==> src/rtl/tetris_input_pkg.sv <==
// Shared definitions for the controller-to-command front end.
// Contents: command code enum (3-bit), controller button bit positions,
// command count, and the auto-repeat channel state enum.
package tetris_input_pkg;

  typedef enum logic [2:0] {
    CmdLeft     = 3'd0,
    CmdRight    = 3'd1,
    CmdSoftDrop = 3'd2,
    CmdHardDrop = 3'd3,
    CmdRotCw    = 3'd4,
    CmdRotCcw   = 3'd5,
    CmdPause    = 3'd6
  } cmd_e;

  localparam int unsigned NumCmds = 7;

  localparam int unsigned BtnA      = 0;
  localparam int unsigned BtnB      = 1;
  localparam int unsigned BtnSelect = 2;
  localparam int unsigned BtnStart  = 3;
  localparam int unsigned BtnUp     = 4;
  localparam int unsigned BtnDown   = 5;
  localparam int unsigned BtnLeft   = 6;
  localparam int unsigned BtnRight  = 7;

  typedef enum logic [1:0] {
    StIdle,
    StDelay,
    StRepeat
  } das_state_e;

endpackage

==> src/rtl/das_channel.sv <==
// Delayed-auto-shift channel: one button's IDLE/DELAY/REPEAT state machine.
// Ports:
//   clk, reset   clock, asynchronous active-low reset
//   step         frame strobe; the FSM only advances on this
//   press        button went 0->1 this frame
//   held         button is pressed this frame
//   clear        force IDLE this frame without firing (conflict, pause, priming)
//   fire         one-cycle move request, valid together with step
// Parameters: Delay = frames before repeat starts (0 = repeat immediately),
//             Period = frames between repeats.
module das_channel
  import tetris_input_pkg::*;
#(
  parameter int unsigned Delay  = 16,
  parameter int unsigned Period = 6
) (
  input  logic clk,
  input  logic reset,
  input  logic step,
  input  logic press,
  input  logic held,
  input  logic clear,
  output logic fire
);

  localparam int unsigned MaxCnt = (Delay > Period) ? Delay : Period;
  localparam int unsigned CntW   = (MaxCnt > 0) ? $clog2(MaxCnt + 1) : 1;

  das_state_e      state_q;
  logic [CntW-1:0] cnt_q;
  logic [CntW-1:0] cnt_dec;

  // Saturating decrement: the counter never wraps below zero.
  assign cnt_dec = (cnt_q == '0) ? '0 : cnt_q - CntW'(1);

  always_comb begin
    fire = 1'b0;
    if (step && !clear) begin
      case (state_q)
        StIdle:            fire = press;
        StDelay, StRepeat: fire = held && (cnt_dec == '0);
        default:           fire = 1'b0;
      endcase
    end
  end

  always_ff @(posedge clk or negedge reset) begin
    if (!reset) begin
      state_q <= StIdle;
      cnt_q   <= '0;
    end else if (step) begin
      if (clear) begin
        state_q <= StIdle;
        cnt_q   <= '0;
      end else begin
        case (state_q)
          StIdle: begin
            if (press) begin
              if (Delay > 0) begin
                state_q <= StDelay;
                cnt_q   <= CntW'(Delay);
              end else begin
                state_q <= StRepeat;
                cnt_q   <= CntW'(Period);
              end
            end
          end
          StDelay, StRepeat: begin
            if (!held) begin
              state_q <= StIdle;
              cnt_q   <= '0;
            end else if (cnt_dec == '0) begin
              state_q <= StRepeat;
              cnt_q   <= CntW'(Period);
            end else begin
              cnt_q <= cnt_dec;
            end
          end
          default: begin
            state_q <= StIdle;
            cnt_q   <= '0;
          end
        endcase
      end
    end
  end

endmodule

==> src/rtl/button_cmd_gen.sv <==
// Converts per-frame controller samples into a stream of game commands.
// Ports:
//   clk, reset      40 MHz clock, asynchronous active-low reset
//   buttons[7:0]    controller state (A,B,Select,Start,Up,Down,Left,Right)
//   buttons_valid   one-cycle strobe per frame marking a fresh sample
//   cmd[2:0]        command code, lowest pending code issued first
//   cmd_valid       cmd holds a command
//   cmd_ready       consumer accepts cmd when cmd_valid && cmd_ready
//   paused          pause state
// Build option: define BUTTON_CMD_GEN_PAUSE_EN to enable the Start/PAUSE feature;
// without it Start is ignored and paused is tied low.
module button_cmd_gen
  import tetris_input_pkg::*;
#(
  parameter int unsigned DAS_FRAMES = 16,
  parameter int unsigned ARR_FRAMES = 6
) (
  input  logic       clk,
  input  logic       reset,
  input  logic [7:0] buttons,
  input  logic       buttons_valid,
  output logic [2:0] cmd,
  output logic       cmd_valid,
  input  logic       cmd_ready,
  output logic       paused
);

  logic [7:0]         prev_q;
  logic               primed_q;
  logic [NumCmds-1:0] pending_q, pending_d;
  logic [NumCmds-1:0] new_ev, cand, acc_mask;
  logic [2:0]         cmd_q, cmd_d;
  logic               cmd_valid_q, cmd_valid_d;
  logic               paused_q;
  logic [7:0]         press;
  logic               conflict, clr_vert, clr_horz;
  logic               fire_l, fire_r, fire_d;
  logic               accept;
  logic               unused_press;

  assign press    = buttons & ~prev_q;
  assign conflict = buttons[BtnLeft] & buttons[BtnRight];
  // The first frame after reset only primes prev_q, so channels stay idle.
  assign clr_vert = !primed_q || paused_q;
  assign clr_horz = clr_vert || conflict;

  das_channel #(.Delay(DAS_FRAMES), .Period(ARR_FRAMES)) u_left (
    .clk   (clk),
    .reset (reset),
    .step  (buttons_valid),
    .press (press[BtnLeft]),
    .held  (buttons[BtnLeft]),
    .clear (clr_horz),
    .fire  (fire_l)
  );

  das_channel #(.Delay(DAS_FRAMES), .Period(ARR_FRAMES)) u_right (
    .clk   (clk),
    .reset (reset),
    .step  (buttons_valid),
    .press (press[BtnRight]),
    .held  (buttons[BtnRight]),
    .clear (clr_horz),
    .fire  (fire_r)
  );

  das_channel #(.Delay(0), .Period(ARR_FRAMES)) u_down (
    .clk   (clk),
    .reset (reset),
    .step  (buttons_valid),
    .press (press[BtnDown]),
    .held  (buttons[BtnDown]),
    .clear (clr_vert),
    .fire  (fire_d)
  );

  always_comb begin
    new_ev = '0;
    if (buttons_valid && primed_q) begin
      new_ev[CmdLeft]     = fire_l;
      new_ev[CmdRight]    = fire_r;
      new_ev[CmdSoftDrop] = fire_d;
      new_ev[CmdHardDrop] = press[BtnUp];
      new_ev[CmdRotCw]    = press[BtnA];
      new_ev[CmdRotCcw]   = press[BtnB];
      if (paused_q) new_ev = '0;
`ifdef BUTTON_CMD_GEN_PAUSE_EN
      new_ev[CmdPause]    = press[BtnStart];
`endif
    end
  end

  assign accept   = cmd_valid_q & cmd_ready;
  assign acc_mask = accept ? (NumCmds'(1) << cmd_q) : '0;
  // Candidates exclude the bit just accepted; a same-cycle re-set still lands in pending_d.
  assign cand      = pending_q & ~acc_mask;
  assign pending_d = cand | new_ev;

  always_comb begin
    cmd_d       = cmd_q;
    cmd_valid_d = cmd_valid_q;
    if (!cmd_valid_q || accept) begin
      cmd_valid_d = |cand;
      for (int i = NumCmds - 1; i >= 0; i--) begin
        if (cand[i]) cmd_d = 3'(i);
      end
    end
  end

  always_ff @(posedge clk or negedge reset) begin
    if (!reset) begin
      prev_q      <= '0;
      primed_q    <= 1'b0;
      pending_q   <= '0;
      cmd_q       <= '0;
      cmd_valid_q <= 1'b0;
    end else begin
      if (buttons_valid) begin
        prev_q   <= buttons;
        primed_q <= 1'b1;
      end
      pending_q   <= pending_d;
      cmd_q       <= cmd_d;
      cmd_valid_q <= cmd_valid_d;
    end
  end

`ifdef BUTTON_CMD_GEN_PAUSE_EN
  always_ff @(posedge clk or negedge reset) begin
    if (!reset) begin
      paused_q <= 1'b0;
    end else if (accept && (cmd_q == CmdPause)) begin
      paused_q <= ~paused_q;
    end
  end
  assign unused_press = press[BtnSelect];
`else
  assign paused_q     = 1'b0;
  assign unused_press = ^{press[BtnSelect], press[BtnStart]};
`endif

  assign cmd       = cmd_q;
  assign cmd_valid = cmd_valid_q;
  assign paused    = paused_q;

endmodule

==> config.mk <==
export PLATFORM = sky130hd
export DESIGN_NAME = button_cmd_gen
export DESIGN_NICKNAME = d
export VERILOG_FILES = /design/src/rtl/tetris_input_pkg.sv /design/src/rtl/das_channel.sv /design/src/rtl/button_cmd_gen.sv
export SDC_FILE = /design/constraint.sdc
export NUM_CORES = 1
export LEC_CHECK = 0
export ABC_AREA = 0
export BUFFER_PORTS_ARGS = -buffer_cell sky130_fd_sc_hd__buf_4
export CELL_PAD_IN_SITES_DETAIL_PLACEMENT = 0
export CELL_PAD_IN_SITES_GLOBAL_PLACEMENT = 1
export CORE_ASPECT_RATIO = 0.9
export CORE_MARGIN = 2
export CORE_UTILIZATION = 46
export CTS_CLUSTER_SIZE = 10
export DETAILED_ROUTE_END_ITERATION = 8
export MAX_ROUTING_LAYER = met4
export PLACE_DENSITY_LB_ADDON = 0.05
export SLEW_MARGIN = 20
export SYNTH_ARGS = -nofsm -noshare
export SYNTH_HDL_FRONTEND = slang
export SYNTH_HIERARCHICAL = 1
export SYNTH_SLANG_ARGS = --single-unit
==> constraint.sdc <==
create_clock -name clk -period 2.5 [get_ports clk]
set_input_delay 0.125 -clock clk [delete_from_list [all_inputs] [get_ports clk]]
set_output_delay 0.125 -clock clk [all_outputs]
set_load 0.02 [all_outputs]
== Yosys cells after proc, flatten, opt, wreduce, memory -nomap -nowiden ==
Cells that the tools add are included.

* Register bits after elaboration: 39
* Bits in latches: 0
* Bits in writable memories: 0
* Memory bits (read-only): 0
* Output and inout bits: 5
* Logic and storage cells: 112
* Memories: 0

* Add/sub/neg operators: 3
* Multipliers: 0
* Divide/modulo/power cells: 0
* $lt $le $gt $ge: 0
* Eq/ne operators: 12
* Shift operators: 1
* Multiplexer cells: 47
* Bitwise operators: 7
* Reductions and logical operators: 31

{| class="wikitable"
|+ Operators with widths
! cell !! number
|-
| $mux W5 || 10
|-
| $mux W3 || 12
|-
| $mux W2 || 12
|-
| $logic_not A5 Y1 || 4
|-
| $pmux W5 S2 || 2
|-
| $pmux W2 S2 || 3
|-
| $sub A5 B1 Y5 const B || 2
|-
| $reduce_and A3 Y1 || 3
|-
| $and A8 B8 Y8 || 1
|-
| $ne A4 B2 Y1 const B || 2
|-
| $not A8 Y8 || 1
|-
| $reduce_and A2 Y1 || 4
|-
| $and A7 B7 Y7 || 1
|-
| $mux W7 || 1
|-
| $not A7 Y7 || 1
|-
| $or A7 B6 Y7 || 1
|-
| $reduce_bool A7 Y1 || 1
|-
| $reduce_or A7 Y1 || 1
|-
| $shl A1 B3 Y7 const A || 1
|-
| $eq A2 B1 Y1 const B || 3
|-
| $eq A2 B2 Y1 const B || 3
|-
| $logic_not A2 Y1 || 3
|-
| $logic_not A3 Y1 || 2
|-
| $mux W6 || 1
|-
| 12 further kinds || 26
|}

== Depth between registers and ports, before layout ==
Gate-level depths: netlist of the first run.

* Depth after elaboration: 11
* Depth in mapped cells: 9
* Gate-level depth less buffers: 9

== Cells and area by module ==
Netlist of the first run, hierarchy kept.

{| class="wikitable"
|+ By module, submodules not included
! module !! instances !! cells each !! area an instance (um2)
|-
| das_channel (u_left ...) || 2 || 61 || 498.0
|-
| button_cmd_gen || 1 || 79 || 874.6
|-
| das_channel (u_down) || 1 || 36 || 307.8
|}

== Worst setup path after synthesis of the first run ==
No wires, ideal clock.

* Path kind: reg2reg
* From: reg u_left.cnt_q[0]
* To: reg pending_q[0]
* Library setup time: 67 ps
* Data arrival time: 1808 ps
* Slack: 625 ps
* Stages on the path, launching flop included: 10
* Path buffers: 0
* Period minus slack after synthesis: 1875 ps
* Path through: dfrtp_1 -> inv_1 -> ha_1 -> nor4b_1 -> a41oi_1 -> nor3_2 -> nand2_1 -> a21oi_1 -> nand3_1 -> nand2_1

* Cells in the longest elaborated chain, start to end: 8

{| class="wikitable"
|+ Ends and longest elaborated chain
! what !! RTL line !! source
|-
| from (decl) || das_channel.sv:30 || <nowiki>logic [CntW-1:0] cnt_q;</nowiki>
|-
| from (signal assigned) || das_channel.sv:61 || <nowiki>cnt_q <= CntW'(Delay);</nowiki>
|-
| from (signal assigned) || das_channel.sv:64 || <nowiki>cnt_q <= CntW'(Period);</nowiki>
|-
| from (signal assigned) || das_channel.sv:74 || <nowiki>cnt_q <= CntW'(Period);</nowiki>
|-
| $sub A5 B1 Y5 / $logic_not A5 Y1 (equally long branches) || das_channel.sv:34 || <nowiki>assign cnt_dec = (cnt_q == '0) ? '0 : cnt_q - CntW'(1);</nowiki>
|-
| $mux W5 (*) || das_channel.sv:34 ||
|-
| $logic_not A5 Y1 (*) || das_channel.sv:41 || <nowiki>StDelay, StRepeat: fire = held && (cnt_dec == '0);</nowiki>
|-
| $logic_and A1 B1 Y1 (*) || das_channel.sv:41 ||
|-
| $pmux W1 S2 (*) || das_channel.sv:39 || <nowiki>case (state_q)</nowiki>
|-
| $mux W1 (*) || das_channel.sv:38 || <nowiki>if (step && !clear) begin</nowiki>
|-
| via fire_l || button_cmd_gen.sv:37 || <nowiki>logic fire_l, fire_r, fire_d;</nowiki>
|-
| $mux W6 (*) || button_cmd_gen.sv:79 || <nowiki>if (buttons_valid && primed_q) begin</nowiki>
|-
| $or A7 B6 Y7 (*) || button_cmd_gen.sv:97 || <nowiki>assign pending_d = cand | new_ev;</nowiki>
|-
| via pending_d[0] || button_cmd_gen.sv:30 || <nowiki>logic [NumCmds-1:0] pending_q, pending_d;</nowiki>
|-
| to (signal assigned) || button_cmd_gen.sv:122 || <nowiki>pending_q <= pending_d;</nowiki>
|-
| to (decl) || button_cmd_gen.sv:30 ||
|}

The timed path passes the listed nets; every way through them passes the cells marked *.
A chain may end at the register's enable or synchronous reset.

== Final worst setup path of the first run ==
Ends and elaborated chain as after synthesis.

==> results of run 1 <==
[through the flow]
step / instance area (um^2) / power (mW) / setup slack (ns) / util [%]
4_1_cts: 2464 / 2.913 / 0.4166 / 54.53
2_1_floorplan: 2178 / 2.053 / 0.6253 / -
3_5_place_dp: 2357 / 2.442 / 0.4512 / 52.17
3_3_place_gp: 2357 / 2.439 / 0.5075 / 52.17
6_report: 2464 / 2.887 / 0.4139 / 54.53
5_1_grt: 2464 / 3.187 / 0.1646 / 54.53
[routing by layer]
layer	track usage, %	up-vias
met5	-	-
met4	7.273	0
met3	3.776	7
met2	26.06	21
met1	23.40	782
li1	-	880
[synth_stat cells (2+ instances only)]
| library cell | n |
|---|---|
| o31ai_1 | 2 |
| a2111oi_0 | 2 |
| or3_4 | 2 |
| o31ai_2 | 3 |
| o21ai_0 | 20 |
| nand2_1 | 33 |
| o21ai_1 | 7 |
| nand2b_1 | 13 |
| nor3_1 | 2 |
| o21ai_2 | 2 |
| and2_1 | 5 |
| mux2_2 | 3 |
| inv_1 | 12 |
| mux2_1 | 4 |
| nor3_4 | 2 |
| nor4_1 | 2 |
| nor2_1 | 20 |
| a21oi_1 | 6 |
| dfrtp_1 | 36 |
| a41oi_1 | 2 |
| nor3b_1 | 3 |
| ha_1 | 8 |
| nor3_2 | 2 |
| nor4b_1 | 2 |
| or4_1 | 4 |
| nand4_1 | 2 |
| nor2b_1 | 11 |
| o211ai_2 | 2 |
| nand3_1 | 5 |
[critical path: cells and delay by family, from the launching register on]
family / cells / cell delay (ns)
compound gates: 2 / 0.22
fa+ha+maj: 1 / 0.23
buf+inv: 2 / 0.25
flops: 1 / 0.42
simple gates: 5 / 0.90
[area by class of cell]
type                            count  area (um^2)  share of cell area (%)
Multi-Input combinational cell    187         1221                   49.57
Timing Repair Buffer               16        122.6                   4.977
Sequential cell                    36        900.9                   36.57
Clock buffer                        7        96.34                   3.911
Inverter                           12        45.04                   1.828
Tap cell                           62        77.57                   3.149
[kinds of logic (layout without fill, tap and decap cells)]
family / count (synthesis) / count (layout) / share of synthesized area (%)
flip-flops: 36 / 36 / 41.36
AO/OA/AOI/OAI: 53 / 53 / 16.26
buffers and inverters: 14 / 35 / 2.585
AND/OR/NAND/NOR: 118 / 118 / 31.42
adder cells (fa/ha/maj): 8 / 8 / 4.595
other: 1 / 1 / 0.1721
multiplexers: 7 / 7 / 3.618
[flip-flops by register name, summed over array words and instances (netlist names)]
register,count
cmd,3
u_right/cnt_q,5
pending_q,7
primed_q,1
u_left/state_q,2
u_down/cnt_q,3
u_left/cnt_q,5
u_down/state_q,1
prev_q,6
u_right/state_q,2
cmd_valid,1
[power breakdown]
part / total (mW) / switching, mW / leakage (nW) / internal (mW)
Sequential: 0.954 / 0.189 / 0.446 / 0.765
Clock: 0.451 / 0.206 / 0.0503 / 0.245
Combinational: 1.48 / 0.834 / 0.563 / 0.648
[how the worst min path moves through the flow]
stage | start | end | depth (start not counted)
3_3_place_gp | reset | u_left/cnt_q[1]$_DFFE_PN0P_ | 1
6_report | buttons[5] | prev_q[5]$_DFFE_PN0P_ | 2
2_1_floorplan | reset | cmd[0]$_DFFE_PN0P_ | 0
3_5_place_dp | reset | u_left/cnt_q[1]$_DFFE_PN0P_ | 1
5_1_grt | buttons[1] | prev_q[1]$_DFFE_PN0P_ | 2
4_1_cts | buttons[5] | prev_q[5]$_DFFE_PN0P_ | 2
==> results.toml, run 1 <==
[synthesis]
postSynthAreaPerCell_um2 = 9.191
synthArstFlopShare_pct = 100.0
seq_area_frac_synth_pct = 41.36
synth.area.top_cells = "dfrtp_1 41%, nand2_1 5.7%, ha_1 4.6%, o21ai_0 4.6%, nand2b_1 3.7%"
syn-cell-area_mm2 = 0.002178
post_synth_num_cell_types = 49
syn_inst = 237
synth_top_cell_by_area = "dfrtp_1"
synth_nets = 257
synth_top_cell_area_share_pct = 41.36
synth_edf_count = 0
synth_warnings = 6
synth_seq_cells = 36
synth_ff_type = "dfrtp_1"

[worst_setup_path]
worstReg2RegStart = "u_left/cnt_q[0]$_DFFE_PN0P_"
rr_endpoint = "pending_q[0]$_DFF_PN0_"
critPathLaunchType = "register"
crit_top_cell = "nand2_1"
critPathMaxStageDelay_ns = 0.42
crit_required_ns = 2.74
path_class = "register to register"
end_kind = "register"
crit_arrival_ns = 2.32
reg2reg_depth = 10
cp_max_fo = 7
r2r_slack_ns = 0.41
slowest_stage = "dfrtp_1"
path_cells = "inv_1 -> ha_1 -> nor4b_1 -> buf_4 -> a41oi_1 -> nor3_2 -> nand2_1 -> a21oi_1 -> nand3_1 -> nand2_1"
endpoint = "pending_q[0]$_DFF_PN0_"
setup.worst_path.start = "u_left/cnt_q[0]$_DFFE_PN0P_"

[sta]
setup_violations = 0
layout_min_cycle_time_ns = 2.086
hold_viol_final = 0
hold_slack_ns = 0.07802
tns_ns = 0
timing.fmax_mhz = 479.4
rsz0062_at_grt = "no"
clock_skew_ns = 0.007876
finalCritPeriodShare_pct = 83.44
relSlewSlack_pct = 60.58
worstMarginPinSlew_ns = 0.5874
drv_slew = 0

[detailed_routing]
top_layer_used = "met4"
routedWlPerCell_um = 12.80
viasPerCell = 5.281
met1_length_um = 2058
dr.pass1.iters = 4
post-route-drc-count = 0
vias = 1690
drtAntennaViolNets = 0
drt_iter0_drc = 76
route.met2.wl_um = 1845
routed_wl_um = 4095
wl_met3_um = 121

[clocking]
cts_sinks = 36
cts_tree = "done"
clockRootBuffer = "clkbuf_8"
hold_buffers = 1
cts_setup_buffers = 0
cts-htree-levels = 2
insertion_delay_ns = 0.29
cts_resized = 0
cts.path.max_buffers = 2
clk_pin_slew_ns = 0.07
cts-buffers-inserted = 5

[floorplanning]
die_h_um = 69.29
dieArea_mm2 = 0.005303
core.rowCount = 23
die_w_um = 76.54
core-area_mm2 = 0.004518
io_pins = 17
start_util_pct = 48.21

[power_and_ir_drop]
vdd_ir_drop_max_v = 0.0006766
power_density_mw_per_mm2 = 1172
p_leak_nw = 1.059

[final_layout]
fin_cells = 320
synthToLayoutAreaGrowth_pct = 13.10
layout-drive-gt1-share_pct = 17.44
num-fill-cells = 438
mostFrequentLayoutCell = "dfrtp_1"
fin_nets = 278
layout_common_cells = "36 x dfrtp_1, 33 x nand2_1, 20 x o21ai_0, 20 x nor2_1, 15 x buf_4"
insertedDiodeCount = 0

[global_route]
grt_max_degree = 37
track_usage_pct = 17.55
overflow = 0
grt_pass1_wl_um = 7362
antenna_found_initial = 0
grt_pass1_vias = 1631

[run]
drv_cap = 0

[place]
gp_congestion = 0.8024
port_buffers = 13
dp_hpwl_um = 2912
dp_cells = 312

[run_status]
status = "finished clean"

[hold_path]
worstHoldPathType = "primary input to register"
Power figures use the tool's default switching activity.
==> run 2: changes to the inputs <==
clock period = 2.1 ns   (was 2.5 ns; I/O delays follow)
==> run 2 against run 1 <==
Non-clock buffer count rose by 6. Clock-buffer cell count fell by 2. Critical path depth fell by 1. Highest routed layer unchanged. Largest power group unchanged. Sequential power rose by 19%. Final area rose by 2.9%. Cell count rose by 2.2%. Register-to-register slack got worse by 0.21 ns.
==> results.toml, run 2 (same netlist as run 1, synthesis figures left out) <==
[detailed_routing]
dr.pass1.iters = 4
routedWlPerCell_um = 12.31
routed_wl_um = 4025
vias = 1709
viasPerCell = 5.226
drt_iter0_drc = 80
drtAntennaViolNets = 0
post-route-drc-count = 0

[clocking]
cts_sinks = 36
cts_setup_buffers = 0
clk_pin_slew_ns = 0.08
cts.path.max_buffers = 2
insertion_delay_ns = 0.28
cts-htree-levels = 2
cts-buffers-inserted = 5
clockRootBuffer = "clkbuf_8"
cts_tree = "done"

[power_and_ir_drop]
power.switching_mw = 1.494
power.internal_mw = 2.146
vdd_ir_drop_max_v = 0.0008960
seq_power_share_pct = 31.3
power_density_mw_per_mm2 = 1435
power_frac_clock_pct = 16.6
p_leak_nw = 1.096
pwr-share-comb_pct = 52.1
power_switching_share_pct = 41.04

[worst_setup_path]
reg2reg_depth = 9
path_class = "register to register"
critPathLaunchType = "register"
cp_max_fo = 6
crit_arrival_ns = 2.12
crit_required_ns = 2.32
end_kind = "register"

[final_layout]
mostFrequentLayoutCell = "dfrtp_1"
final_util_pct = 56.13
num-fill-cells = 442
fin_nets = 284
regArea_um2 = 900.9
top_register = "pending_q"
layout_common_cells = "36 x dfrtp_1, 33 x nand2_1, 21 x buf_4"
synthToLayoutAreaGrowth_pct = 16.43
insertedDiodeCount = 0
top_regs = "pending_q: 7 flops, prev_q: 6 flops"
postLayoutCellArea_mm2 = 0.002536
layout-drive-gt1-share_pct = 20.38
multi_input_area_mm2 = 0.001234
largest_reg_flops = 7

[floorplanning]
core.rowCount = 23
io_pins = 17
dieArea_mm2 = 0.005303
core-area_mm2 = 0.004518
start_util_pct = 48.21
die_h_um = 69.29
die_w_um = 76.54

[global_route]
grt_pass1_wl_um = 7314
antenna_found_initial = 0
grt_pass1_vias = 1615
track_usage_pct = 17.30
overflow = 0
grt_max_degree = 37

[sta]
drv_slew = 0
timing.fmax_mhz = 526.6
finalCritPeriodShare_pct = 90.43
fin_ws_ns = 0.2009
layout_min_cycle_time_ns = 1.899
setup_violations = 0
clock_skew_ns = 0.006514
hold_viol_final = 0

[place]
dp_slack_ns = 0.1212
dpl_cell_area_mm2 = 0.002402
gp_congestion = 0.8296
dp_hpwl_um = 2941
port_buffers = 13

[hold_path]
min_path_cells = 2
worstHoldPathType = "primary input to register"

[run_status]
status = "finished clean"

[run]
drv_cap = 0
run 2: cell count changes in the layout (fill, tap and decap cells not counted):
cell,previous run,this run
buf_4,15,21
clkbuf_8,7,5
nor4b_1,2,0
nor4b_2,0,2
bufinv_16,0,1
clkinv_2,0,1
clkinvlp_4,0,1
run 2: path summary, 6_finish.rpt:
| path | to | slack [ns] | start |
|---|---|---|---|
| setup / recovery | pending_q[1]$_DFF_PN0_ | 0.20 | u_right/cnt_q[0]$_DFFE_PN0P_ |
| hold / removal | prev_q[0]$_DFFE_PN0P_ | 0.06 | buttons[0] |
| setup reg to reg | pending_q[1]$_DFF_PN0_ | 0.20 | u_right/cnt_q[0]$_DFFE_PN0P_ |
| hold reg to reg | prev_q[5]$_DFFE_PN0P_ | 0.49 | prev_q[5]$_DFFE_PN0P_ |
| max in group asynchronous | prev_q[1]$_DFFE_PN0P_ | 1.46 | reset |
| min in group asynchronous | u_left/cnt_q[0]$_DFFE_PN0P_ | 0.31 | reset |
run 2: metrics by stage:
stage	std cells	setup TNS (ns)	hold WS (ns)	total power, mW
2_1_floorplan	237	0	-0.1906	2.444
3_3_place_gp	318	0	0.09394	3.021
3_5_place_dp	318	0	0.09322	3.025
4_1_cts	327	0	0.05239	3.652
5_1_grt	327	-0.01591	0.04095	4.011
6_report	327	0	0.06317	3.640
run 2: power by group through the flow:
stage | sequential, mW | clock, mW | combinational (mW)
6_report | 1.14 | 0.604 | 1.90
5_1_grt | 1.18 | 0.669 | 2.16
4_1_cts | 1.13 | 0.628 | 1.89
3_5_place_dp | 1.14 | 0 | 1.88
3_3_place_gp | 1.14 | 0 | 1.88
2_1_floorplan | 1.12 | 0 | 1.32
run 2: worst max-delay path: stages (launching register included):
cell,delay [ns]
dfrtp_1,0.42
inv_1,0.07
ha_1,0.22
nor4b_2,0.27
a41oi_1,0.09
nor3_2,0.30
nand2_1,0.10
a21oi_1,0.19
nand3_1,0.10
nand2_1,0.08
run 2: timing repair:
action / in CTS / in global routing
endpoints found under the setup margin: 0 / 7
hold endpoints to repair: 36 / 0
resized for setup: 0 / 2
hold buffers: 1 / 0
run 2: area by class of cell:
cell class,instances,area share (%)
sequential,36,35.52
inverter,12,1.776
clock inverter,3,1.677
tap,62,3.059
clock buffer,5,2.713
timing repair buffer,22,6.611
multi-input combinational,187,48.64
run 2: metal layers:
layer  vias to the layer above  wire length (um)  track usage, %
met3                         2               120           4.948
met5                         -                 0               -
met1                       798              2045           23.77
met2                        23              1847           26.16
met4                         0                11           2.626
li1                        886                 -               -
==> run 3: changes to the inputs <==
CORE_UTILIZATION = 23   (was 46)
==> run 3 against run 2 <==
Non-clock buffer count up 5. Die area up 94%. Final area up 3.9%. Worst setup slack worse by 0.096 ns. Clock power down 19%. Register-to-register slack worse by 0.096 ns. Maximum frequency down 4.8%. Sequential power about the same. Highest routed layer unchanged. Hold slack about the same. Combinational power up 8%.
==> results.toml, run 3 (same netlist as run 1, synthesis figures left out) <==
[detailed_routing]
met1_length_um = 2686
routed_wl_um = 5028
dr.pass1.iters = 4
drt_iter0_drc = 36
wl_met3_um = 124
top_layer_used = "met4"
viasPerCell = 4.476
post-route-drc-count = 0
routedWlPerCell_um = 12.86
drtAntennaViolNets = 0
vias = 1750
route.met2.wl_um = 2169

[clocking]
insertion_delay_ns = 0.28
cts_sinks = 36
clk_pin_slew_ns = 0.08
cts-buffers-inserted = 5
clockRootBuffer = "clkbuf_8"
cts_tree = "done"
cts-htree-levels = 2
cts.path.max_buffers = 2

[floorplanning]
start_util_pct = 23.76
die_h_um = 96.33
core-area_mm2 = 0.009166
dieArea_mm2 = 0.01027
die_w_um = 106.6
io_pins = 17
core.rowCount = 33

[global_route]
grt_max_degree = 37
track_usage_pct = 11.22
grt_pass1_vias = 1786
antenna_found_initial = 0
overflow = 0
grt_pass1_wl_um = 8845

[power_and_ir_drop]
p_leak_nw = 1.115
pwr-share-comb_pct = 55.7
power_frac_clock_pct = 13.1
power.internal_mw = 2.122
seq_power_share_pct = 31.1
vdd_ir_drop_max_v = 0.0004631
power_density_mw_per_mm2 = 1406
power.switching_mw = 1.583
power_switching_share_pct = 42.73
finalPower_mw = 3.705

[worst_setup_path]
path_class = "register to register"
cp_max_fo = 5
end_kind = "register"
crit_arrival_ns = 2.21
critPathLaunchType = "register"
crit_required_ns = 2.31

[place]
dp_cells = 382
dp_hpwl_um = 3555
port_buffers = 13
gp_congestion = 0.7017

[sta]
tns_ns = 0
setup_violations = 0
hold_slack_ns = 0.06336
timing.fmax_mhz = 501.2
worstMarginPinSlew_ns = 0.5193
relSlewSlack_pct = 65.38
clock_skew_ns = 0.005357
layout_min_cycle_time_ns = 1.995
finalCritPeriodShare_pct = 95.01
hold_viol_final = 0
drv_slew = 0

[final_layout]
fin_nets = 289
fin_cells = 391
synthToLayoutAreaGrowth_pct = 20.97
mostFrequentLayoutCell = "dfrtp_1"
layout_common_cells = "36 x dfrtp_1, 33 x nand2_1, 26 x buf_4"
layout-drive-gt1-share_pct = 21.56
insertedDiodeCount = 0
final_util_pct = 28.75
top_regs = "pending_q: 7 flops, prev_q: 6 flops"
top_register = "pending_q"
largest_reg_flops = 7

[run]
drv_cap = 0

[hold_path]
worstHoldPathType = "primary input to register"

[run_status]
status = "finished clean"
[run 3: layout make-up]
type                    instances  area, um^2
clock buffers                   6       72.57
clock inverters                 1       5.005
fillers                       995        6531
inverters                      12       45.04
multi-input cells             187        1254
flip-flops and latches         36       900.9
well taps                     122       152.6
repair buffers                 27       205.2
[run 3: metrics by stage]
stage	instance area (um^2)	setup WS, ns
final	2635	0.1047
after global routing	2635	-0.04398
after floorplan	2178	0.2253
after global placement	2507	0.1091
after detailed placement	2507	0.1129
after CTS	2595	0.07758
[run 3: power groups by stage]
stage / sequential [mW] / clock (mW) / combinational (mW)
3_5_place_dp: 1.15 / 0 / 1.94
4_1_cts: 1.14 / 0.514 / 1.94
2_1_floorplan: 1.12 / 0 / 1.32
6_report: 1.15 / 0.487 / 2.06
5_1_grt: 1.19 / 0.539 / 2.35
3_3_place_gp: 1.17 / 0 / 1.98
[run 3: final timing paths]
path / from / endpoint / cells past startpoint / slack (ns)
worst max-delay path: u_left/cnt_q[0]$_DFFE_PN0P_ / u_left/state_q[1]$_DFFE_PN0P_ / 8 / 0.10
worst min-delay path: buttons[4] / prev_q[4]$_DFFE_PN0P_ / 2 / 0.06
worst max register to register: u_left/cnt_q[0]$_DFFE_PN0P_ / u_left/state_q[1]$_DFFE_PN0P_ / 8 / 0.10
worst min register to register: prev_q[5]$_DFFE_PN0P_ / prev_q[5]$_DFFE_PN0P_ / 1 / 0.49
max in group asynchronous: reset / primed_q$_DFFE_PN0P_ / 2 / 1.41
min in group asynchronous: reset / u_left/cnt_q[0]$_DFFE_PN0P_ / 2 / 0.33
[run 3: repair_timing]
action,CTS,global route
endpoints found under the hold margin,36,0
hold buffers,1,0
setup endpoints to repair,0,7
gates resized for setup,0,5
setup buffers,0,1
[run 3: layer usage]
layer | global-route usage (%) | vias to the layer above
met4 | 3.355 | 0
met1 | 15.26 | 821
li1 | - | 907
met2 | 16.93 | 17
met3 | 2.234 | 5
met5 | - | -
[run 3: worst max-delay path, stage by stage (launching register included)]
cell and delay (ns):
dfrtp_1 0.41, inv_1 0.06, ha_1 0.24, nand2b_1 0.17, a41oi_2 0.24, nor3_4 0.08, buf_4 0.15, or4_1 0.48
o211ai_2 0.08
